**config.mk**
```make
export PLATFORM = sky130hd
export DESIGN_NAME = spi_reg_slave
export DESIGN_NICKNAME = d
export VERILOG_FILES = /design/src/rtl/spi_reg_slave.sv
export SDC_FILE = /design/constraint.sdc
export NUM_CORES = 1
export LEC_CHECK = 0
export ABC_AREA = 1
export BUFFER_PORTS_ARGS = -buffer_cell sky130_fd_sc_hd__buf_2
export CAP_MARGIN = 20
export CORE_MARGIN = 8
export CORE_UTILIZATION = 56
export DETAILED_ROUTE_END_ITERATION = 10
export HOLD_SLACK_MARGIN = 0.05
export PLACE_DENSITY = 0.83
export SYNTH_ARGS = -nofsm -noshare
export SYNTH_HDL_FRONTEND = slang
export SYNTH_SLANG_ARGS = --single-unit
export TNS_END_PERCENT = 5
```
**constraint.sdc**
```tcl
create_clock -name clk -period 2.7 [get_ports clk]
set_input_delay 0.54 -clock clk [delete_from_list [all_inputs] [get_ports clk]]
set_output_delay 0.54 -clock clk [all_outputs]
set_load 0.01 [all_outputs]
```
**src/rtl/spi_reg_slave.sv**
```systemverilog
// SPI mode-3 register-access slave: 24-bit frames (R/nW, byte count, 13-bit address, data)
// oversampled in the clk domain and turned into single-cycle register read/write strobes.
module spi_reg_slave #(
  parameter int SYNC_STAGES = 2
) (
  input  logic        clk,
  input  logic        rst,
  input  logic        cs_n,
  input  logic        sck,
  input  logic        sdi,
  output logic        sdo,
  output logic        sdo_oe,
  output logic [12:0] reg_addr,
  output logic [7:0]  reg_wdata,
  output logic        reg_wr_en,
  output logic        reg_rd_en,
  input  logic [7:0]  reg_rdata,
  output logic        busy,
  output logic        frame_err
);

  typedef enum logic [2:0] {
    S_IDLE,
    S_INSTR,
    S_WDATA,
    S_RDATA,
    S_DONE
  } state_t;

  logic [SYNC_STAGES-1:0] r_cs_sync;
  logic [SYNC_STAGES-1:0] r_sck_sync;
  logic [SYNC_STAGES-1:0] r_sdi_sync;
  logic [SYNC_STAGES-1:0] r_flush;
  logic                   r_cs_d;
  logic                   r_sck_d;
  logic                   r_armed;

  state_t      r_state;
  state_t      w_state_nx;
  logic [4:0]  r_bit_cnt;
  logic [14:0] r_shift;
  logic [7:0]  r_tx;
  logic [1:0]  r_rd_pipe;
  logic        r_bad;

  logic        w_cs_n;
  logic        w_sck;
  logic        w_sdi;
  logic        w_sck_rise;
  logic        w_sck_fall;
  logic        w_cs_fall;
  logic        w_cs_rise;
  logic [15:0] w_hdr;
  logic        w_hdr_done;
  logic        w_bits_done;
  logic        w_abort;
  logic        w_shifting;

  // NOTE: sequential state is written with <= only, so every flop samples pre-edge values.
  always_ff @(posedge clk or posedge rst) begin
    if (rst) begin
      r_cs_sync  <= '1;
      r_sck_sync <= '1;
      r_sdi_sync <= '0;
      r_flush    <= '0;
      r_cs_d     <= 1'b1;
      r_sck_d    <= 1'b1;
      r_armed    <= 1'b0;
    end else begin
      r_cs_sync  <= {r_cs_sync[SYNC_STAGES-2:0], cs_n};
      r_sck_sync <= {r_sck_sync[SYNC_STAGES-2:0], sck};
      r_sdi_sync <= {r_sdi_sync[SYNC_STAGES-2:0], sdi};
      r_flush    <= {r_flush[SYNC_STAGES-2:0], 1'b1};
      r_cs_d     <= w_cs_n;
      r_sck_d    <= w_sck;
      // Only arm once a genuine idle-high cs_n has propagated out of the synchronizer,
      // so a frame already running when reset drops is never picked up mid-way.
      if (r_flush[SYNC_STAGES-1] && w_cs_n) r_armed <= 1'b1;
    end
  end

  assign w_cs_n     = r_cs_sync[SYNC_STAGES-1];
  assign w_sck      = r_sck_sync[SYNC_STAGES-1];
  assign w_sdi      = r_sdi_sync[SYNC_STAGES-1];
  assign w_sck_rise = w_sck & ~r_sck_d;
  assign w_sck_fall = ~w_sck & r_sck_d;
  assign w_cs_fall  = r_armed & r_cs_d & ~w_cs_n;
  assign w_cs_rise  = w_cs_n & ~r_cs_d;
  assign w_hdr      = {r_shift, w_sdi};
  assign w_shifting = (r_state == S_INSTR) || (r_state == S_WDATA) || (r_state == S_RDATA);

  always_ff @(posedge clk or posedge rst) begin
    if (rst) r_state <= S_IDLE;
    else     r_state <= w_state_nx;
  end

  // NOTE: every output of this block gets a default first so no latch can be inferred.
  always_comb begin
    w_state_nx  = r_state;
    w_hdr_done  = 1'b0;
    w_bits_done = 1'b0;
    w_abort     = 1'b0;
    unique case (r_state)
      S_IDLE: if (w_cs_fall) w_state_nx = S_INSTR;
      S_INSTR: begin
        if (w_cs_rise) begin
          w_abort    = 1'b1;
          w_state_nx = S_IDLE;
        end else if (w_sck_rise && r_bit_cnt == 5'd15) begin
          w_hdr_done = 1'b1;
          w_state_nx = w_hdr[15] ? S_RDATA : S_WDATA;
        end
      end
      S_WDATA, S_RDATA: begin
        if (w_cs_rise) begin
          w_abort    = 1'b1;
          w_state_nx = S_IDLE;
        end else if (w_sck_rise && r_bit_cnt == 5'd23) begin
          w_bits_done = 1'b1;
          w_state_nx  = S_DONE;
        end
      end
      S_DONE: if (w_cs_rise) w_state_nx = S_IDLE;
      default: w_state_nx = S_IDLE;
    endcase
  end

  always_ff @(posedge clk or posedge rst) begin
    if (rst) begin
      r_bit_cnt <= '0;
      r_shift   <= '0;
      r_tx      <= '0;
      r_rd_pipe <= '0;
      r_bad     <= 1'b0;
      reg_addr  <= '0;
      reg_wdata <= '0;
      reg_wr_en <= 1'b0;
      reg_rd_en <= 1'b0;
      frame_err <= 1'b0;
      sdo       <= 1'b1;
      sdo_oe    <= 1'b0;
    end else begin
      reg_wr_en <= 1'b0;
      reg_rd_en <= 1'b0;
      frame_err <= 1'b0;
      r_rd_pipe <= {r_rd_pipe[0], reg_rd_en};
      if (r_rd_pipe[1]) r_tx <= reg_rdata;

      if (r_state == S_IDLE && w_cs_fall) begin
        r_bit_cnt <= '0;
        r_bad     <= 1'b0;
      end else if (w_shifting && w_sck_rise) begin
        r_bit_cnt <= r_bit_cnt + 5'd1;
        r_shift   <= w_hdr[14:0];
      end

      if (w_hdr_done) begin
        reg_addr <= w_hdr[12:0];
        if (w_hdr[14:13] != 2'b00) begin
          frame_err <= 1'b1;
          r_bad     <= 1'b1;
        end else if (w_hdr[15]) begin
          reg_rd_en <= 1'b1;
        end
      end

      if (w_bits_done && r_state == S_WDATA && !r_bad) begin
        reg_wr_en <= 1'b1;
        reg_wdata <= {r_shift[6:0], w_sdi};
      end

      // A malformed read still owns the line but returns all ones.
      if (r_state == S_RDATA && w_sck_fall) begin
        sdo_oe <= 1'b1;
        sdo    <= r_bad ? 1'b1 : r_tx[7];
        r_tx   <= {r_tx[6:0], 1'b0};
      end

      if (w_abort) frame_err <= 1'b1;

      if (w_state_nx == S_IDLE) begin
        sdo_oe <= 1'b0;
        sdo    <= 1'b1;
      end
    end
  end

  assign busy = (r_state != S_IDLE);

endmodule

```
==> results of run 1 <==
==> cells in the mapped netlist (2+ instances only) <==
library cell	count	share of area, %
sky130_fd_sc_hd__a21oi_1	2	0.34
sky130_fd_sc_hd__buf_2	2	0.34
sky130_fd_sc_hd__buf_6	4	1.5
sky130_fd_sc_hd__dfrtp_1	64	55
sky130_fd_sc_hd__dfstp_2	7	6.3
sky130_fd_sc_hd__ha_1	2	0.86
sky130_fd_sc_hd__inv_1	36	4.6
sky130_fd_sc_hd__inv_2	4	0.51
sky130_fd_sc_hd__nand2_1	53	6.8
sky130_fd_sc_hd__nand2_2	5	1.1
sky130_fd_sc_hd__nand2_4	2	0.77
sky130_fd_sc_hd__nand3_1	16	2.7
sky130_fd_sc_hd__nand3_2	2	0.69
sky130_fd_sc_hd__nand3_4	2	1.2
sky130_fd_sc_hd__nor2_1	11	1.4
sky130_fd_sc_hd__nor2_2	2	0.43
sky130_fd_sc_hd__o21ai_0	16	2.7
sky130_fd_sc_hd__o21ai_1	12	2.1
sky130_fd_sc_hd__o21ai_2	14	4.2
sky130_fd_sc_hd__o221ai_1	5	1.5
==> final cells by class <==
type	count	area share, %
Timing Repair Buffer	41	6.60
Inverter	41	4.63
Clock buffer	10	4.08
Multi-Input combinational cell	156	26.5
Tap cell	70	2.59
Clock inverter	6	2.74
Sequential cell	71	52.9
==> cells by family (layout without fill, tap and decap cells) <==
kind of cell | after synthesis | in the layout
buffers and inverters | 50 | 98
AO/OA/AOI/OAI | 56 | 56
adder cells (fa/ha/maj) | 2 | 2
AND/OR/NAND/NOR | 97 | 97
flip-flops | 71 | 71
other | 1 | 1
==> worst max-delay path: stages (launching register included) <==
cell,delay (ns)
sky130_fd_sc_hd__dfrtp_1,0.41
sky130_fd_sc_hd__ha_1,0.23
sky130_fd_sc_hd__nand2_1,0.10
sky130_fd_sc_hd__nor2_1,0.05
sky130_fd_sc_hd__ha_1,0.17
sky130_fd_sc_hd__nand3_1,0.12
sky130_fd_sc_hd__nor2_2,0.05
sky130_fd_sc_hd__nand2_2,0.06
sky130_fd_sc_hd__buf_4,0.30
sky130_fd_sc_hd__o21ai_0,0.13
==> stage by stage <==
stage,area (um2),hold slack (ns)
after floorplan,2920,0.331
after global placement,3150,0.332
after detailed placement,3150,0.336
after CTS,3380,0.265
after global routing,3380,0.261
final,3380,0.259
==> worst paths after layout <==
| check | startpoint | slack (ns) | end |
|---|---|---|---|
| hold / removal | rst | 0.26 | reg_wr_en |
| min in group clk | cs_n | 0.29 | r_cs_sync[0] |
| hold reg to reg | r_flush[0] | 0.35 | r_flush[1] |
| setup reg to reg | r_bit_cnt[0] | 0.97 | reg_addr[4] |
| max in group asynchronous | rst | 2.12 | r_cs_d |
| setup / recovery | r_bit_cnt[0] | 0.97 | reg_addr[4] |
==> layer usage <==
metal	part of all wire, %	global-route usage [%]	routed length, um
met2	48	24.2	2500
met1	45	18.4	2360
met3	5.6	6.04	290
met4	1.1	6.76	57
met5	0	0	0
==> power by group through the flow <==
stage	clock [mW]	sequential [mW]	combinational [mW]
2_1_floorplan	0	1.20	0.172
3_3_place_gp	0	1.21	0.215
3_5_place_dp	0	1.22	0.223
4_1_cts	0.978	1.20	0.227
5_1_grt	1.02	1.21	0.262
6_report	0.947	1.20	0.221
==> flip-flops by register name, indices dropped and copies added (netlist names) <==
register / cells
frame_err: 1
r_armed: 1
r_bad: 1
r_bit_cnt: 5
r_cs_d: 1
r_cs_sync: 2
r_flush: 2
r_rd_pipe: 2
r_sck_d: 1
r_sck_sync: 2
r_sdi_sync: 2
r_shift: 15
r_state: 3
r_tx: 8
reg_addr: 13
reg_rd_en: 1
reg_wdata: 8
reg_wr_en: 1
sdo: 1
sdo_oe: 1
==> run summary, run 1 <==
The number of antenna diodes in the final layout is 0. Once routing completed, OpenROAD measured the worst setup slack at 0.969 ns. The clock net in this run drives a total of 71 sinks. The count of endpoints failing hold in the final timing report was 0; the area share of xor/xnor cells in the synthesized design was 0%. The tools report the net count of the finished layout as 335. For this design the static power due to leakage is 1.72 nW.

The peak supply drop came out at 0.578 mV. The run finished with clean final reports. Across the run, the number of max-cap violations was 0.

Number of synthesized flops with an enable pin: 0. The floorplan has 26 rows. The first detailed-routing pass took 4 iterations. In the routed design, unresolved DRC markers number 0. The multiplexer area fraction after synthesis was 0%. Setup repair after global routing left no endpoint under its margin. Each instance of the synthesized netlist takes up on average 10.5 um2.

The clock passes through at most 2 buffers. The logs give 50.7% for the relative contribution of sequential cells to total power and 5070 um2 for the core footprint. The library cell used most frequently in the layout, excluding fill and tap cells, is sky130_fd_sc_hd__dfrtp_1. Subtracting the final worst setup slack from the clock period gives 1.73 ns. The initial detailed-routing violation count was 88; the x dimension of the die was 88.2 um. STA classifies the critical path startpoint as a flop.

The timing-limited maximum frequency is 578 MHz, and the area added between synthesis and finish is 15.6%. The sequential cells in the finished layout cover a total of 1790 um2. The logs give 0.34 ns for the clock latency reported for the late side of the worst-skew pair and 277 for the number of instances in the synthesized netlist. The setup violation total in the final timing report was 0; the share of synthesized area occupied by flip-flops and latches was 61.1%. The largest net degree at the start of global routing is 72, and the power density normalized to cell area is 701 nW/um2. Combinational cells account for 9.3% of the total power. The die is 88.2 um tall. The starting density of the core came out at 57.5%. The clock transition time at the flip-flop clock pins of the worst setup and hold paths works out to 0.08 ns.

In the synthesized netlist the dominant register cell turns out to be sky130_fd_sc_hd__dfrtp_1. The routed via count divided by cell count works out to 4.94. Cells fill 66.5% of the core in the end.

Detailed routing inserted a total of 1952 vias. The run gives 0.00980 ns as the setup skew after layout. The tools report the cell at the root of the clock tree as sky130_fd_sc_hd__clkbuf_8. The endpoint required time on the critical path was 2.91 ns; the complex-gate fraction of the synthesized area was 12.8%.

By area, the combinational part of the netlist is dominated by simple AND/OR/NAND/NOR gates. For the placer's final routability congestion estimate, the log shows 0.892. Of the cells placed in the final design, the portion with a size suffix greater than 1 is 31.1%.

Class of the worst hold path: in2async. The count of nets left with antenna violations once routing finished came out at 0. For this run, the total global-route usage over all layers was measured as 15.4%. The design draws 2.37 mW. The worst path uses 64.1% of the clock period.

The combined area of all synthesized cells is 2920 um2, and the maximum level of the CTS H-tree is 3. The class of the most critical setup path was reg2reg. Of the total power, the share spent switching nets is 25.5%. The wire-length estimate of the detail-placed layout is 3550 um. The floorplan step defined a die boundary enclosing 7780 um2. Buffers inserted during clock tree synthesis total 9. The via count of the first global-routing pass was 1980; the placed instance count was 379.

The sort of element at the end of the critical path is a flop. Synthesized-area fraction occupied by adder cells: 0.857%. In this run the tool buffered the top-level ports with 39 buffer cells. Net count after synthesis: 292.

Summing the areas of all and, or, nand and nor instances in the mapped netlist gives 16.8% of the synthesized area. The tools report the number of antenna violations at the first check in global routing as 0. The logs give 1.94 ns for the endpoint arrival time on the critical path and 5210 um for the final wirelength. The number of filler instances in the final layout is 403.

The wire length of the first global-routing pass was 9090 um; the final sum of negative setup slack was 0 ns. Once the clock tree was built, the setup fixing pass inserted 0 buffers. For the internal power consumption, the log shows 1.76 mW.

The share of synthesized flip-flops with an asynchronous set or reset was 100%. The multi-input combinational cells in the finished layout cover a total of 895 um2. The number of cells on the worst reg-to-reg path is 9. Once layout is complete, the cells apart from fillers number 395. The total of warnings raised by yosys is 0, and the routed length per placed instance is 13.2 um. For the count of final max-slew check failures, the log shows 0.

The share of power burned in the clock network is 40.0%, and the synthesis-stage register bit count is 71. Global routing finished with a remaining overflow of 0. At the placement stage, the worst setup path has a slack of 0.999 ns. The worst-path maximum fanout came out at 29.

TritonCTS built the clock tree. In this run the power spent charging and discharging nets is 0.604 mW. The run gives 0 as the total of hold buffers inserted after clock tree synthesis. After clock tree synthesis, the repair step resized 0 gates.

Counting distinct cell types in the post-synthesis netlist gives 36. 40 I/O pins were placed. In the layout the commonest cells are sky130_fd_sc_hd__dfrtp_1 (64), sky130_fd_sc_hd__nand2_1 (53), sky130_fd_sc_hd__buf_2 (39).
Note: power is estimated with default switching activity, not from simulation.
==> run 2, diff against run 1 <==
clock period = 1.8 ns   (was 2.7 ns; I/O delays follow)
==> run summary, run 2 (same netlist as run 1, synthesis figures left out) <==
The class of the worst hold path is in2async. Counting the fill cells in the layout gives 399. Largest register by flop count: r_shift.

The run gives 0 as the count of endpoints failing hold in the final timing report. The timing-limited maximum frequency came out at 578 MHz. Setup repair after global routing could not meet its margin everywhere. In the final layout, the registers with the most flip-flops are r_shift: 15 flops, reg_addr: 13 flops.

Dividing the detail-routed via count by the number of cells gives 5.06. The floorplan step set the die height to 88.2 um. For this design the static power due to leakage is 1.76 nW. The starting density of the core was 57.5%; the fraction of final layout cells with drive strength greater than 1 was 34.8%.

Setup violations remaining at the end of the flow were counted as 0. In this run the deepest clock path goes through 2 buffers. From left edge to right edge, the die measures 88.2 um. The clock period could shrink to 1.73 ns.

The final period utilization is 96.2%, and the total global routing track utilization is 16.0%. The final wirelength is 5710 um. STA classifies the critical path endpoint as a flop. In this run the worst setup path terminates at reg_addr[3]. The cell at the root of the clock tree was sky130_fd_sc_hd__clkbuf_8. Placer's final routability congestion estimate: 0.801. For the register-to-register path setup slack, the log shows 0.07 ns. In this run the critical register-to-register path is captured at reg_addr[3]. At the worst endpoint, the required time is 2.03 ns. Count of final max-slew check failures: 0.

Dividing total power by cell area gives a power density of 993 nW/um2. In this run the critical register-to-register path is launched from r_bit_cnt[0]. The peak supply drop is 0.675 mV, and the number of sinks driven by the clock tree is 71.

The placed instance count was 380; the wire length of the first global-routing pass was 9410 um. The I/O pin total was 40; the net count of the finished layout was 340. The die covers 7780 um2.

TritonCTS built the clock tree. After detailed routing, the average wire length per cell comes to 14.3 um. For this run the aggregate overflow at the end of global routing stands at 0. STA puts the critical path data arrival time at 1.96 ns.

Clock latency reported for the late side of the worst-skew pair: 0.35 ns. For the via count of the first global-routing pass, the log shows 2017. Input and output buffers added on the ports amount to 39.

In this run the core area contains 26 standard-cell rows. For the final routed database, the setup TNS stands at 0 ns. The residual DRC count was 0. Between clock sinks in the finished design, the worst skew comes to 0.00691 ns. The number of antenna violations at the first check in global routing came out at 0. The run finished with clean final reports. Beginning of the critical path: r_bit_cnt[0].

The area growth from synthesis to layout is 19.2%. The number of flip-flops in the largest register is 15. In the final layout, the multi-input gates occupy 938 um2. Class of the most critical setup path: reg2reg. The logs give 3 for the maximum level of the CTS H-tree and 72 for the largest net degree at the start of global routing.

The sequential cell area is 1790 um2. The most common cell after layout, fill and taps aside is sky130_fd_sc_hd__dfrtp_1. After clock tree synthesis, the clock-pin slew on the worst setup and hold paths is 0.08 ns. The number of iterations in the first detailed-routing pass came out at 4. Across the run, the number of max-cap violations was 0. The run gives 95 as the initial detailed-routing violation count. In the layout the commonest cells are sky130_fd_sc_hd__dfrtp_1 (64), sky130_fd_sc_hd__nand2_1 (49), sky130_fd_sc_hd__buf_2 (39). The detail route stage leaves a number of antenna-violating nets equal to 0.

For this run, the number of standard cells in the final layout without fillers is 400. The total via count after detailed routing is 2023. The worst-path maximum fanout is 6. The worst setup path is launched from a flop. The number of cells on the worst reg-to-reg path was 10; the sum of net half-perimeters after detailed placement was 3770 um. The number of antenna diodes in the final layout is 0. Clock tree synthesis inserted a total of 9 buffers. The core footprint was 5070 um2; the core utilization of the finished layout was 68.6%.
-- run 2: changes by cell type in the layout (fill, tap and decap cells not counted), moves of 2 or more --
cell	before	now
sky130_fd_sc_hd__nand2_1	53	49
sky130_fd_sc_hd__nand2_2	5	8
sky130_fd_sc_hd__buf_12	1	3
sky130_fd_sc_hd__buf_4	1	3
sky130_fd_sc_hd__ha_1	2	0
sky130_fd_sc_hd__ha_2	0	2
sky130_fd_sc_hd__o21ai_0	16	14
-- run 2: timing repair --
item                                    4_1_cts  5_1_grt
hold buffers                                  0        0
resized for setup                             0       14
setup buffers                                 0        3
endpoints found under the setup margin        0       13
-- run 2: where the power goes --
group	internal (mW)	switching (mW)	total, mW	leakage (nW)
Sequential	1.72	0.0842	1.80	0.902
Combinational	0.128	0.246	0.374	0.758
Clock	0.681	0.600	1.28	0.0989
-- run 2: critical path, stage by stage (launching register included) --
cell and delay, ns:
sky130_fd_sc_hd__dfrtp_1 0.40, sky130_fd_sc_hd__ha_2 0.21, sky130_fd_sc_hd__nand2_2 0.07, sky130_fd_sc_hd__nor2_2 0.11, sky130_fd_sc_hd__ha_2 0.20, sky130_fd_sc_hd__nand3_4 0.08, sky130_fd_sc_hd__nor2_4 0.13, sky130_fd_sc_hd__nand2_4 0.10
sky130_fd_sc_hd__buf_4 0.16, sky130_fd_sc_hd__nand2_1 0.05, sky130_fd_sc_hd__o21ai_0 0.08
-- run 2: final cells by class --
class / instances / share of cell area (%)
sequential: 71 / 51.3
multi-input combinational: 156 / 27.0
timing repair buffer: 46 / 8.70
inverter: 41 / 4.60
clock buffer: 10 / 3.96
tap: 70 / 2.52
clock inverter: 6 / 1.94
-- run 2: worst min-delay path by stage --
stage | endpoint | cells after the start | startpoint | slack, ns
3_5_place_dp | r_flush[1] | 0 | r_flush[0] | 0.34
5_1_grt | r_cs_sync[0] | 1 | cs_n | 0.09
2_1_floorplan | r_flush[1] | 0 | r_flush[0] | 0.33
4_1_cts | r_sck_sync[0] | 1 | sck | 0.09
6_report | reg_wdata[6] | 3 | rst | 0.10
3_3_place_gp | r_flush[1] | 0 | r_flush[0] | 0.33
-- run 2: stage by stage --
stage,area [um2],power (mW),hold slack [ns],setup slack (ns)
2_1_floorplan,2920,2.07,0.331,0.263
3_3_place_gp,3180,2.16,0.332,0.156
3_5_place_dp,3180,2.18,0.338,0.101
4_1_cts,3390,3.47,0.0903,0.0824
5_1_grt,3480,3.65,0.0917,-0.0356
6_report,3480,3.46,0.101,0.0688
-- run 2: per-layer routing --
metal / wire length, um / GRT usage (%)
met5: 0 / 0
met2: 2770 / 24.5
met3: 314 / 5.20
met4: 88 / 9.06
met1: 2530 / 19.5
==> run 3, diff against run 2 <==
CORE_ASPECT_RATIO = 1.2   (was not set)
==> run summary, run 3 (same netlist as run 1, synthesis figures left out) <==
At the pin with the least slew margin, the transition time is 0.579 ns. The H-tree was split into 3 levels. The worst-path maximum fanout is 4. The fraction of final layout cells with drive strength greater than 1 was 31.4%.

Reported leakage power: 1.73 nW. The routed via count divided by cell count came out at 5.09. In this run the critical register-to-register path is launched from r_bit_cnt[0]. The initial detailed-routing violation count is 122. The number of gates resized after cts is 0. The dominant delay contributor by cell family on the critical path is simple AND/OR/NAND/NOR gates. The critical path in this run is classified as reg2reg.

The type of origin of the critical path was a flop. Port buffering added 39 buffers. In the layout the commonest cells are sky130_fd_sc_hd__dfrtp_1 (64), sky130_fd_sc_hd__nand2_1 (53), sky130_fd_sc_hd__buf_2 (39).

The sum of net half-perimeters after detailed placement was 3670 um. TritonCTS created 9 clock buffers. After clock tree synthesis, the clock-pin slew on the worst setup and hold paths is 0.07 ns. Clock latency reported for the late side of the worst-skew pair: 0.34 ns. The worst setup slack after placement was 0.216 ns; the peak supply drop was 0.723 mV. The worst setup path is captured at a flop. Critical-path cell with the highest stage delay: sky130_fd_sc_hd__dfrtp_1.

For this design, the CTS-stage hold fixing added 0 buffers. The library cell used most frequently in the layout, excluding fill and tap cells, is sky130_fd_sc_hd__dfrtp_1. The height of the die works out to 95.1 um.

The number of buffers on the longest clock path was 2. Post-CTS timing repair inserted 0 buffers for setup. Pin placement for this block handled 40 I/O pins. 0 antenna diodes ended up in the layout. The die is 81.9 um wide. The net count of the finished layout was 338. The tools report the via count of the first global-routing pass as 1943. The number of antenna violations at the first check in global routing came out at 0.

The tree is rooted in a sky130_fd_sc_hd__clkbuf_8. The number of buffer and inverter stages on the critical path was 0. Traced cell by cell, the critical path runs through ha_1, nand2_1, nor2_1, ha_1, nand3_1, o21ai_0, nand2_1, nand2_1, nand2_2, nor2_1, nor2_1.

The timing-limited maximum frequency is 612 MHz. Endpoint arrival time on the critical path: 1.86 ns. The beginning of the critical path was r_bit_cnt[0]. The largest net degree at the start of global routing was 30; the core footprint was 5150 um2.

The number of flip-flops in the largest register was 15; the placer's final routability congestion estimate was 0.941. The worst setup slack after layout is 0.166 ns, and the number of sinks driven by the clock tree is 71. Counting the fill cells in the layout gives 411.

In the final routed layout, each cell accounts on average for 12.9 um. For the total via count after detailed routing, the log shows 1986. The initialized floorplan defines 29 standard-cell rows. Compared with the post-synthesis result, the final layout area differs by 16.0%. In this run the worst hold path is classified as in2async.

The worst relative slew slack was 61.3%; the total global routing track utilization was 14.2%. The run gives 0 as the setup violation total in the final timing report. The run finished with clean final reports. The final antenna-violating net count came out at 0. In the routed design, unresolved DRC markers number 0. The run gives 8500 um as the wire length of the first global-routing pass. The final wirelength is 5040 um. The largest registers in the layout are r_shift: 15 flops, reg_addr: 13 flops.

The largest stage delay on the critical path is 0.39 ns. The largest register by flop count is r_shift. Final period utilization: 90.8%. The clock period could shrink to 1.63 ns.

For the count of final max-slew check failures, the log shows 0. The overall overflow remaining after global route was 0; the endpoint required time on the critical path was 2.02 ns. Count of endpoints failing hold in the final timing report: 0.

The pre-antenna-repair detailed-routing pass consisted of 4 iterations. The final sum of negative setup slack is 0 ns. Setup repair after global routing left no endpoint under its margin. The tool flagged a number of max-cap violations equal to 0.

The total die area came out at 7790 um2. TritonCTS built the clock tree. On the final layout, the worst clock skew is 0.00907 ns. The starting density of the core is 56.7%, and the power density normalized to cell area is 997 nW/um2.
run 3: cell types whose count changed in the layout (fill, tap and decap cells not counted), moves of 2 or more:
cell,delta
sky130_fd_sc_hd__nand2_2,-3
sky130_fd_sc_hd__clkinvlp_4,-2
sky130_fd_sc_hd__ha_2,-2
sky130_fd_sc_hd__nand2_1,+4
sky130_fd_sc_hd__ha_1,+2
sky130_fd_sc_hd__o21ai_0,+2
run 3: final timing paths:
kind / endpoint / slack [ns] / cells past startpoint
max in group asynchronous: r_tx[5] / 1.22 / 3
hold reg to reg: r_sdi_sync[1] / 0.35 / 0
min in group clk: r_cs_sync[0] / 0.12 / 1
hold / removal: frame_err / 0.08 / 2
setup / recovery: sdo_oe / 0.17 / 11
setup reg to reg: sdo_oe / 0.17 / 11
run 3: per-layer routing:
metal | vias to the layer above | track usage, % | routed length [um]
li1 | 981 | - | -
met5 | - | 0 | 0
met4 | 0 | 6.89 | 102
met2 | 47 | 22.1 | 2360
met3 | 12 | 5.47 | 348
met1 | 946 | 16.9 | 2230
run 3: report_power, final:
part	switching [mW]	leakage (nW)	internal, mW
Sequential	0.0809	0.902	1.72
Combinational	0.226	0.730	0.115
Clock	0.560	0.103	0.678
run 3: final cells by class:
cell class / instances / area, um2 / area share, %
clock buffer: 11 / 141 / 4.17
clock inverter: 5 / 57.6 / 1.70
inverter: 41 / 160 / 4.73
multi-input combinational: 156 / 895 / 26.4
sequential: 71 / 1790 / 52.7
tap: 62 / 77.6 / 2.29
timing repair buffer: 44 / 270 / 7.98
run 3: per-stage QoR:
stage               util [%]  area (um2)  total power [mW]  hold WS (ns)  cells
floorplan                  -        2920              2.07         0.331    277
global placement        61.9        3190              2.15         0.332    374
detailed placement      61.9        3190              2.17         0.337    374
CTS                     65.7        3390              3.42        0.0835    390
global route            65.7        3390              3.55        0.0986    390
finish                  65.7        3390              3.38        0.0808    390
